--- src/rtl/sseg_scan_n.sv ---
// Multiplexed seven-segment driver for DIGITS hex digits with per-digit
// blank/blink, leading-zero suppression, 16-level PWM brightness and
// frame-coherent shadowing of the display inputs. Exports the 1 ms enable.
module sseg_scan_n #(
    parameter int CLK_FREQ = 50_000_000,
    parameter int DIGITS   = 4,
    parameter int BLINK_MS = 500
) (
    input  logic                  clk,
    input  logic                  rst_n,
    input  logic [4*DIGITS-1:0]   dat,
    input  logic [DIGITS-1:0]     pt,
    input  logic [DIGITS-1:0]     blank,
    input  logic [DIGITS-1:0]     blink,
    input  logic                  lz_en,
    input  logic [3:0]            bright,
    output logic [DIGITS-1:0]     act,
    output logic [7:0]            seg,
    output logic                  ce_1ms
);

    localparam int PRESC = CLK_FREQ / 1000;
    localparam int PW    = $clog2(PRESC);
    localparam int IW    = (DIGITS > 1) ? $clog2(DIGITS) : 1;
    localparam int BW    = (BLINK_MS > 1) ? $clog2(BLINK_MS) : 1;

    logic [PW-1:0]         presc_q, presc_d;
    logic                  ce_q, ce_d;
    logic [IW-1:0]         idx_q, idx_d;
    logic [3:0]            pwm_q, pwm_d;
    logic [BW-1:0]         bcnt_q, bcnt_d;
    logic                  phase_q, phase_d;
    logic                  first_q, first_d;
    logic [4*DIGITS-1:0]   sh_dat_q, sh_dat_d;
    logic [DIGITS-1:0]     sh_pt_q, sh_pt_d;
    logic [DIGITS-1:0]     sh_blank_q, sh_blank_d;
    logic [DIGITS-1:0]     sh_blink_q, sh_blink_d;
    logic                  sh_lz_q, sh_lz_d;
    logic [DIGITS-1:0]     act_q, act_d;
    logic [7:0]            seg_q, seg_d;

    logic [DIGITS-1:0]     lz_mask;
    logic                  wrap;

    function automatic logic [6:0] hex7(input logic [3:0] h);
        case (h)
            4'h0: hex7 = 7'h3F;
            4'h1: hex7 = 7'h06;
            4'h2: hex7 = 7'h5B;
            4'h3: hex7 = 7'h4F;
            4'h4: hex7 = 7'h66;
            4'h5: hex7 = 7'h6D;
            4'h6: hex7 = 7'h7D;
            4'h7: hex7 = 7'h07;
            4'h8: hex7 = 7'h7F;
            4'h9: hex7 = 7'h6F;
            4'hA: hex7 = 7'h77;
            4'hB: hex7 = 7'h7C;
            4'hC: hex7 = 7'h39;
            4'hD: hex7 = 7'h5E;
            4'hE: hex7 = 7'h79;
            default: hex7 = 7'h71;
        endcase
    endfunction

    // Timebase: prescaler, 1 ms enable, scan index, PWM and blink counters.
    always_comb begin
        presc_d = (presc_q == PW'(PRESC - 1)) ? '0 : presc_q + PW'(1);
        ce_d    = (presc_q == PW'(PRESC - 1));
        pwm_d   = pwm_q + 4'd1;
        wrap    = ce_q && (idx_q == IW'(DIGITS - 1));
        idx_d   = idx_q;
        bcnt_d  = bcnt_q;
        phase_d = phase_q;
        if (ce_q) begin
            idx_d = wrap ? '0 : idx_q + IW'(1);
            if (bcnt_q == BW'(BLINK_MS - 1)) begin
                bcnt_d  = '0;
                phase_d = ~phase_q;
            end else begin
                bcnt_d = bcnt_q + BW'(1);
            end
        end
    end

    // Shadow copy of the display inputs, refreshed at frame start only.
    always_comb begin
        first_d    = 1'b0;
        sh_dat_d   = sh_dat_q;
        sh_pt_d    = sh_pt_q;
        sh_blank_d = sh_blank_q;
        sh_blink_d = sh_blink_q;
        sh_lz_d    = sh_lz_q;
        if (first_q || wrap) begin
            sh_dat_d   = dat;
            sh_pt_d    = pt;
            sh_blank_d = blank;
            sh_blink_d = blink;
            sh_lz_d    = lz_en;
        end
    end

    // Leading-zero mask: suppress from the top while digits are zero with no dp.
    always_comb begin
        logic run;
        int unsigned i;
        lz_mask = '0;
        run     = sh_lz_q;
        for (int unsigned k = 0; k < DIGITS - 1; k++) begin
            i = DIGITS - 1 - k;
            if (run && (sh_dat_q[4*i +: 4] == 4'h0) && !sh_pt_q[i]) begin
                lz_mask[i] = 1'b1;
            end else begin
                run = 1'b0;
            end
        end
    end

    // Output stage: select current digit, apply dark conditions, decode.
    always_comb begin
        logic [3:0] nib;
        logic       dp;
        logic       dark;
        nib   = '0;
        dp    = 1'b0;
        dark  = 1'b0;
        act_d = '0;
        seg_d = '0;
        for (int unsigned i = 0; i < DIGITS; i++) begin
            if (idx_q == IW'(i)) begin
                nib      = sh_dat_q[4*i +: 4];
                dp       = sh_pt_q[i];
                dark     = sh_blank_q[i] | lz_mask[i] | (sh_blink_q[i] & phase_q);
                act_d[i] = 1'b1;
            end
        end
        if (dark || (pwm_q > bright)) begin
            act_d = '0;
        end else begin
            seg_d = {dp, hex7(nib)};
        end
    end

    // State register with asynchronous active-low reset.
    always_ff @(posedge clk or negedge rst_n) begin
        if (!rst_n) begin
            presc_q    <= '0;
            ce_q       <= 1'b0;
            idx_q      <= '0;
            pwm_q      <= '0;
            bcnt_q     <= '0;
            phase_q    <= 1'b0;
            first_q    <= 1'b1;
            sh_dat_q   <= '0;
            sh_pt_q    <= '0;
            sh_blank_q <= '0;
            sh_blink_q <= '0;
            sh_lz_q    <= 1'b0;
            act_q      <= '0;
            seg_q      <= '0;
        end else begin
            presc_q    <= presc_d;
            ce_q       <= ce_d;
            idx_q      <= idx_d;
            pwm_q      <= pwm_d;
            bcnt_q     <= bcnt_d;
            phase_q    <= phase_d;
            first_q    <= first_d;
            sh_dat_q   <= sh_dat_d;
            sh_pt_q    <= sh_pt_d;
            sh_blank_q <= sh_blank_d;
            sh_blink_q <= sh_blink_d;
            sh_lz_q    <= sh_lz_d;
            act_q      <= act_d;
            seg_q      <= seg_d;
        end
    end

    assign act    = act_q;
    assign seg    = seg_q;
    assign ce_1ms = ce_q;

endmodule

--- config.mk ---
export PLATFORM = sky130hd
export DESIGN_NAME = sseg_scan_n
export DESIGN_NICKNAME = d
export VERILOG_FILES = /design/src/rtl/sseg_scan_n.sv
export SDC_FILE = /design/constraint.sdc
export NUM_CORES = 1
export LEC_CHECK = 0
export BUFFER_PORTS_ARGS = -buffer_cell sky130_fd_sc_hd__buf_2
export CAP_MARGIN = 20
export CORE_MARGIN = 5
export CORE_UTILIZATION = 52
export DETAILED_ROUTE_END_ITERATION = 8
export GPL_ROUTABILITY_DRIVEN = 0
export HOLD_SLACK_MARGIN = 0.15
export PLACE_DENSITY = 0.81
export SLEW_MARGIN = 20
export SYNTH_ARGS = -nofsm -noshare
export SYNTH_HDL_FRONTEND = slang
export SYNTH_SLANG_ARGS = --single-unit
--- constraint.sdc ---
create_clock -name clk -period 3.9 [get_ports clk]
set_input_delay 0.39 -clock clk [delete_from_list [all_inputs] [get_ports clk]]
set_output_delay 0.39 -clock clk [all_outputs]
set_load 0.02 [all_outputs]
Word-level counts from Yosys, hierarchy flattened:

Memory sizes are Yosys's and may differ from the RTL's.
Cells that the tools add are included.

* flip-flop bits (word level): 75
* memory bits (read-only): 112
* bits of input ports: 35
* output and inout bits: 13
* word-level logic and storage cells: 80
* memories kept: 1

* add/sub/neg operators: 4
* magnitude comparators: 1
* equal/unequal tests: 5
* multiplexer cells: 26
* bitwise logic cells: 12
* reduce and logical (&&, ||, !) cells: 17

Memory list
* (no name shown): depth 16, width 7, rd ports 1, clocked after memory_dff 0, wr ports 0, line 46 `case (h)`

Operators with widths (number)
* $mux 4: 5
* $mux 1: 17
* $add 16x1->16 const B: 1
* $eq 16x16->1 const B: 1
* $mux 16: 1
* $logic_not 4->1: 3
* $add 9x1->9 const B: 1
* $eq 9x9->1 const B: 1
* $mux 9: 1
* $mux 8: 1
* $logic_and 1x1->1: 7
* $or 1x1->1: 7
* $add 4x1->4 const B: 1
* $and 1x1->1: 4
* $eq 2x2->1 const B: 2
* $gt 4x4->1: 1
* $logic_not 1->1: 3
* $add 2x1->2 const B: 1
* $eq 2x1->1 const B: 1
* $logic_not 2->1: 1
* $logic_or 1x1->1: 2
* $mux 2: 1
* $reduce_and 2->1: 1
* $not 1->1: 1

Longest topological paths before layout:

Gate-level depths: netlist (run 1).

* depth after elaboration: 17
* depth in mapped cells: 13
* mapped depth without buffers: 12

Least setup slack after synthesis (run 1):

Ideal clock, no wire load.

* path kind: register to register
* start point: register idx_q[0]
* end point: register seg_q[5] (netlist: seg[5])
* library setup time: 87 ps
* data arrival time: 2058 ps
* data required time: 3813 ps
* slack: 1755 ps
* stages on the path, launching flop included: 13
* path buffers: 0
* clock period less this slack: 2145 ps
* cell sequence: dfrtp_1 inv_1 ha_1 nor2b_1 a221o_1 a22oi_2 inv_1 ha_1 inv_1 nor2_1 a21oi_1 nor2_1 a211oi_2

* cells in the longest elaborated chain, start to end: 7
* elaborated cells between the ends (all ways): 15
* classes of those cells: eq/ne: 3; mux: 9; reduce/logical: 2; memory: 1

Ends and longest elaborated chain
* start, declared: line 29 `logic [IW-1:0] idx_q, idx_d;`
* start signal, assigned: line 164 `idx_q <= idx_d;`
* $logic_not 2->1: line 130 `if (idx_q == IW'(i)) begin`
* $mux 4 / $mux 1 (equally long branches) (4 in series): line 130
* $mem_v2 16x7 / $logic_or 1x1->1 (equally long branches)
* $mux 8 (*): line 137 `if (dark || (pwm_q > bright)) begin`
* via seg_d[5]: line 40 `logic [7:0] seg_q, seg_d;`
* end signal, assigned: line 175 `seg_q <= seg_d;`
* end, declared: line 40

The timed path passes the listed nets; every way through them passes the cells marked *.
A chain may end at the register's enable or synchronous reset.

Worst setup path after layout (run 1):

* start point: register idx_q[1]
* end point: register seg_q[5] (netlist: seg[5])

Same word-level chain as after synthesis.

==> results of run 1 <==
[worst paths after layout]
check	startpoint	end	slack [ps]
max in group asynchronous	rst_n	first_q$_DFF_PN1_	2270
worst min-delay path	blink[2]	sh_blink_q[2]$_DFFE_PN0P_	260
worst max register to register	idx_q[1]$_DFFE_PN0P_	seg[5]$_DFF_PN0_	1290
worst max-delay path	idx_q[1]$_DFFE_PN0P_	seg[5]$_DFF_PN0_	1290
min in group asynchronous	rst_n	pwm_q[0]$_DFF_PN0_	630
worst min register to register	presc_q[0]$_DFF_PN0_	presc_q[0]$_DFF_PN0_	470
[metal layers]
| metal | up-vias | share of wire, % | track usage [%] |
|---|---|---|---|
| met1 | 1193 | 44 | 20.9 |
| met2 | 55 | 48 | 27.5 |
| met5 | - | 0 | 0 |
| li1 | 1191 | - | - |
| met4 | 0 | 2.3 | 8.42 |
| met3 | 17 | 5.1 | 5.36 |
[where the power goes]
| group | switching (W) | total, W | leakage [nW] | internal, W |
|---|---|---|---|---|
| clock network | 0.000282 | 0.000723 | 0.123 | 0.000441 |
| registers | 0.0000273 | 0.000852 | 0.938 | 0.000825 |
| logic | 0.000109 | 0.000194 | 0.883 | 0.0000850 |
[per-stage QoR]
step	cells	setup WS (ps)	area [µm²]	utilization [%]
after floorplan	312	1760	3580	-
after global placement	431	1530	3860	57.2
after detailed placement	431	1340	3860	57.2
after CTS	448	1300	4110	60.9
after global routing	448	1140	4110	60.9
final	448	1290	4110	60.9
[layout by cell type (no fill, tap or decap), types with 3 or more instances in the layout]
cell / instances
bufinv_16: 3
buf_2: 47
xnor2_1: 10
inv_1: 20
mux2_2: 30
nand3_1: 9
xor2_1: 11
dfrtp_1: 74
ha_1: 16
o21a_1: 3
nand2_1: 14
nor2b_1: 3
nor2_1: 32
a31oi_1: 3
o21ai_0: 10
a21oi_1: 11
nor3_1: 6
nand4_1: 7
a211oi_1: 3
a221oi_1: 3
clkbuf_8: 10
[cells by family (layout without fill, tap and decap cells)]
| group | Yosys count | in the layout |
|---|---|---|
| AO/OA/AOI/OAI | 49 | 49 |
| XOR/XNOR | 21 | 21 |
| adder cells (fa/ha/maj) | 16 | 16 |
| buffers and inverters | 31 | 87 |
| flip-flops | 75 | 75 |
| multiplexers | 31 | 31 |
| other | 1 | 1 |
| AND/OR/NAND/NOR | 88 | 88 |
[flip-flops by register name (all words and copies together) (netlist names), 8 cells and up]
register  count
seg           8
sh_dat_q     16
bcnt_q        9
presc_q      16
[critical path: cells and delay by family, from the launching register on]
kind / cells / cell delay [ps]
AO/OA/AOI/OAI: 4 / 960
buffers and inverters: 3 / 350
flip-flops: 1 / 400
adder cells (fa/ha/maj): 2 / 590
AND/OR/NAND/NOR: 3 / 240
[repair_timing]
item	CTS	global route
gates resized for setup	0	0
hold buffers	1	0
setup buffers	0	0
hold endpoints to repair	34	0
[layout make-up]
cell class                      count  area [µm²]
Multi-Input combinational cell    206        1560
Sequential cell                    75        1880
Fill cell                         551        2640
Tap cell                           80         100
Timing Repair Buffer               50         260
Clock inverter                      5         100
Clock buffer                       11         141
Inverter                           21        78.8
==> flow_metrics.tcl, run 1 <==
set metrics [dict create \
    synth.avg_cell_area_um2 11.5 \
    path_common_cell "inv_1" \
    syn-cell-area_um2 3580 \
    rsz0062_at_grt "no" \
    fmax_ghz 0.383 \
    cts_tree "built" \
    tns_ps 0 \
    rows 30 \
    p_total_w 0.00177 \
    finalMaxSlewViolations 0 \
    ir_drop_mv 0.244 \
    synth_compound_area_share_pct 10.1 \
    grt_util_all_layers_pct 17.2 \
    syn-num-nets 363 \
    port_buffers 47 \
    critPathCaptureType "flop" \
    io_pins 48 \
    hold_ws_ps 264 \
    synth.most_common_cell "dfrtp_1" \
    synth_top_area_share_pct 51.8 \
    synth_simple_gate_area_share_pct 12.7 \
    status "finished, final reports clean" \
    start_util_pct 52.9 \
    wirelength_um 6740 \
    drive_gt1_share_pct 29.6 \
    antenna_found_initial 0 \
    synth_cell_types 50 \
    critPathLaunchType "flop" \
    power_density_nw_per_um2 430 \
    max_stage_delay_ps 400 \
    worstPathMaxFanout 9 \
    required_ps 4160 \
    cts_buffer_depth 2 \
    vias_per_cell 5.48 \
    hold_path.class "in2reg" \
    synthFlopType "dfrtp_1" \
    ant_nets 0 \
    n_antenna_cell 0 \
    fp.dieH_um 92.9 \
    core-area_um2 6760 \
    drtIter0Drc 85 \
    synth_cells 312 \
    hold_depth 2 \
    synth_xor_area_share_pct 5.14 \
    drv_cap 0 \
    slowest_stage "dfrtp_1" \
    yosys-top-cells-count "74 x dfrtp_1, 32 x nor2_1, 30 x mux2_2" \
    synth-edff-count 0 \
    tightest_slew_ps 879 \
    postSynth.asyncResetShare_pct 100 \
    fin_crit_sh_pct 66.9 \
    synth_top_cell_by_area "dfrtp_1" \
    drc 0 \
    hold_violations 0 \
    syn2layout_area_growth_pct 15.0 \
    finalCriticalPeriod_ps 2610 \
    clk_pin_slew_ps 80 \
    grt_pass1_vias 2521 \
    p_leak_nw 1.94 \
    synthMuxAreaShare_pct 9.73 \
    synth_top_family_by_area "simple AND/OR/NAND/NOR gates" \
    die_area_um2 8640 \
    cts.sinks 75 \
    yosys_warnings 0 \
    die_w_um 92.9 \
    slew_headroom_pct 41.0 \
    reg2regPathDepth 12 \
    synth_fa_ha_area_share_pct 5.60 \
    cts_htree_levels 3 \
    path_class "reg2reg" \
    path_cells "inv_1, ha_1, nor2b_1, a221o_1, a22oi_2, inv_1, ha_1, inv_1, nor2_1, a21oi_1, nor2_1, a211oi_2" \
    grt_pass1_wl_um 11500 \
    finClkSkew_ps 10.7 \
    drt_pass1_iterations 4 \
    fin_nets 414 \
    yosysSeqAreaShare_pct 52.5 \
    vias 2456 \
    wl_per_cell_um 15.0 \
    clock_latency_ps 350 \
    ys_ff_latch 75 \
    overflow 0 \
    crit_arrival_ps 2870 \
    dp_hpwl_um 4800 \
    finalSetupViolCount 0 \
    grt_max_degree 42 \
    synthTopCellsByArea "dfrtp_1 52%, mux2_2 9.4%, ha_1 5.6%" \
    cts_inserted_buffers 9 \
    clockRootBuffer "clkbuf_8" \
]
(Power assumes the default switching activity.)
==> run 2, diff against run 1 <==
--- a/config.mk
+++ b/config.mk
@@ -5,6 +5,7 @@
 export SDC_FILE = /design/constraint.sdc
 export NUM_CORES = 1
 export LEC_CHECK = 0
+export ABC_AREA = 1
 export BUFFER_PORTS_ARGS = -buffer_cell sky130_fd_sc_hd__buf_2
 export CAP_MARGIN = 20
 export CORE_MARGIN = 5
@@ -12,7 +13,7 @@
 export DETAILED_ROUTE_END_ITERATION = 8
 export GPL_ROUTABILITY_DRIVEN = 0
 export HOLD_SLACK_MARGIN = 0.15
-export PLACE_DENSITY = 0.81
+export PLACE_DENSITY = 0.84
 export SLEW_MARGIN = 20
 export SYNTH_ARGS = -nofsm -noshare
 export SYNTH_HDL_FRONTEND = slang
==> constraint.sdc (replaced) <==
create_clock -name clk -period 2.2 [get_ports clk]
set_input_delay 0.22 -clock clk [delete_from_list [all_inputs] [get_ports clk]]
set_output_delay 0.22 -clock clk [all_outputs]
set_load 0.02 [all_outputs]
==> run 2 against run 1 <==
Net effect:
- register-to-register slack lost 1200 ps
- non-clock buffer count grew 33
- clock skew grew 1.7 ps
- via count grew 34%
==> flow_metrics.tcl, run 2 <==
set metrics [dict create \
    synth_top_area_share_pct 48.5 \
    synthTopCellsByArea "dfrtp_1 49%, nand2_1 9.1%, inv_1 5.8%" \
    required_ps 2440 \
    stdcell_area_um2 4750 \
    grtUsageMet3_pct 5.52 \
    synth_top_cell_by_area "dfrtp_1" \
    drt_pass1_iterations 4 \
    core-area_um2 7210 \
    n_antenna_cell 0 \
    seq_area_um2 1880 \
    synth.avg_cell_area_um2 8.73 \
    worstSetupStartpoint "idx_q[0]$_DFFE_PN0P_" \
    antenna_found_initial 0 \
    syn-num-nets 488 \
    wl_per_cell_um 14.1 \
    met2_usage_pct 36.0 \
    reg2regPathDepth 9 \
    synth_cell_types 39 \
    vias_per_cell 5.26 \
    critPathCaptureType "flop" \
    yosys_warnings 0 \
    fmax_ghz 0.466 \
    r2r_end "seg[3]$_DFF_PN0_" \
    drc 0 \
    finalCriticalPeriod_ps 2140 \
    fin_crit_sh_pct 97.5 \
    max_stage_delay_ps 440 \
    cts_tree "built" \
    rows 31 \
    overflow 0 \
    clockRootBuffer "clkbuf_8" \
    finalMaxSlewViolations 0 \
    finalSetupViolCount 0 \
    postSynth.asyncResetShare_pct 100 \
    port_buffers 47 \
    postLayoutCoreUtil_pct 65.8 \
    cts_htree_levels 3 \
    grt_util_all_layers_pct 20.9 \
    finClkSkew_ps 12.4 \
    vias 3288 \
    hold_path.class "in2async" \
    ys_ff_latch 75 \
    drive_gt1_share_pct 20.7 \
    dp_hpwl_um 5750 \
    clock_latency_ps 360 \
    critPathLaunchType "flop" \
    grt_pass1_vias 3350 \
    grt_pass1_wl_um 14600 \
    power_density_nw_per_um2 636 \
    cts_buffer_depth 2 \
    ir_drop_mv 0.314 \
    p_leak_nw 2.39 \
    start_util_pct 52.9 \
    reg2reg_from "idx_q[0]$_DFFE_PN0P_" \
    syn-cell-area_um2 3820 \
    grt_max_degree 76 \
    die_area_um2 9150 \
    final_common_cell "nand2_1" \
    reg2reg_slack_ps 60 \
    synthFlopType "dfrtp_1" \
    fp.dieH_um 95.7 \
    path_cells "ha_1, a21oi_1, nand2_1, o21ai_1, ha_2, nand3_1, nand3_1, nand2_1, nor2_1" \
    cts_inserted_buffers 9 \
    synth_cells 437 \
    top_regs "presc_q x16, sh_dat_q x16, bcnt_q x9" \
    multi_input_area_um2 1700 \
    wirelength_um 8840 \
    grt_busiest_layer "met2" \
    placed_area_um2 4170 \
    synth-edff-count 0 \
    io_pins 48 \
    critPathTopFamily "adder cells" \
    fin_nets 573 \
    ant_nets 0 \
    crit_arrival_ps 2380 \
    synth.most_common_cell "nand2_1" \
    hold_violations 0 \
    die_w_um 95.7 \
    worstPathMaxFanout 10 \
    drv_cap 0 \
    final_cell_mix "92 x nand2_1, 73 x dfrtp_1, 57 x inv_1" \
    path_class "reg2reg" \
    nFillCells 538 \
    yosys-top-cells-count "93 x nand2_1, 74 x dfrtp_1, 59 x inv_1" \
    syn2layout_area_growth_pct 24.4 \
    status "finished, final reports clean" \
    grt_use_met1_pct 24.2 \
    drtIter0Drc 149 \
    cts.sinks 75 \
    yosysSeqAreaShare_pct 49.2 \
    worstPathBufferInverterCount 0 \
    slowest_stage "dfrtp_2" \
    clk_pin_slew_ps 80 \
]
## run 2: cell types whose count changed in the layout (fill, tap and decap cells not counted), moves of 5 or more
cell and delta:
nand2_1 +78, inv_1 +37, dlygate4sd3_1 +29, mux2_2 -20
o21ai_0 +20, nand3_1 +19, xnor2_1 -9, ha_1 -5
nor2_2 +5, nor3_1 +5
## run 2: tightest hold or removal path, delay by kind of cell
kind / cells / cell delay [ps]
buffers and inverters: 3 / 950
## run 2: final cells by class
class	count	share of cell area, %
clock inverter	1	0.633
tap	99	2.61
inverter	63	5.03
sequential	75	39.6
multi-input combinational	290	35.8
clock buffer	14	3.85
timing repair buffer	83	12.5
## run 2: worst max path at each step
stage | to | slack (ps) | cells past startpoint
2_1_floorplan | seg[3]$_DFF_PN0_ | 300 | 14
3_5_place_dp | seg[3]$_DFF_PN0_ | 80 | 14
3_3_place_gp | seg[3]$_DFF_PN0_ | 190 | 14
4_1_cts | seg[3]$_DFF_PN0_ | 70 | 14
6_report | seg[3]$_DFF_PN0_ | 60 | 9
5_1_grt | seg[0]$_DFF_PN0_ | -100 | 14
## run 2: through the flow
step	std cells	power [W]	setup slack, ps	TNS, ps	hold WS, ps
final	625	0.00302	55.9	0	419
after global routing	625	0.00315	-95.2	-287	467
after CTS	623	0.00302	68.1	0	435
after detailed placement	578	0.00185	78.3	0	278
after global placement	578	0.00184	188	0	276
after floorplan	437	0.00172	304	0	-75.6
## run 2: where the power goes
part / switching [W] / total (W) / leakage (nW) / internal [W]
logic: 0.000235 / 0.000402 / 1.33 / 0.000167
registers: 0.0000323 / 0.00148 / 0.951 / 0.00145
clock network: 0.000490 / 0.00113 / 0.109 / 0.000643
## run 2: what timing repair did
action / 4_1_cts / 5_1_grt
setup endpoints to repair: 0 / 7
endpoints found under the hold margin: 103 / 0
setup buffers: 0 / 2
gates resized for setup: 0 / 16
hold buffers: 30 / 0
## run 2: logic make-up after synthesis
logic type,Yosys count,synth area share (%)
AOI/OAI and AO/OA,57,8.69
xor gates and xnor gates,13,2.98
adders and majority gates,16,5.25
buffers and inverters,72,7.84
DFF,75,49.2
muxes,10,2.95
other,1,0.0983
and+or+nand+nor,193,23.0
## run 2: metal layers
layer / part of all wire [%] / vias up
met1: 40 / 1563
met3: 5.7 / 31
met2: 51 / 124
met4: 3.3 / 0
li1: - / 1570
met5: 0 / -
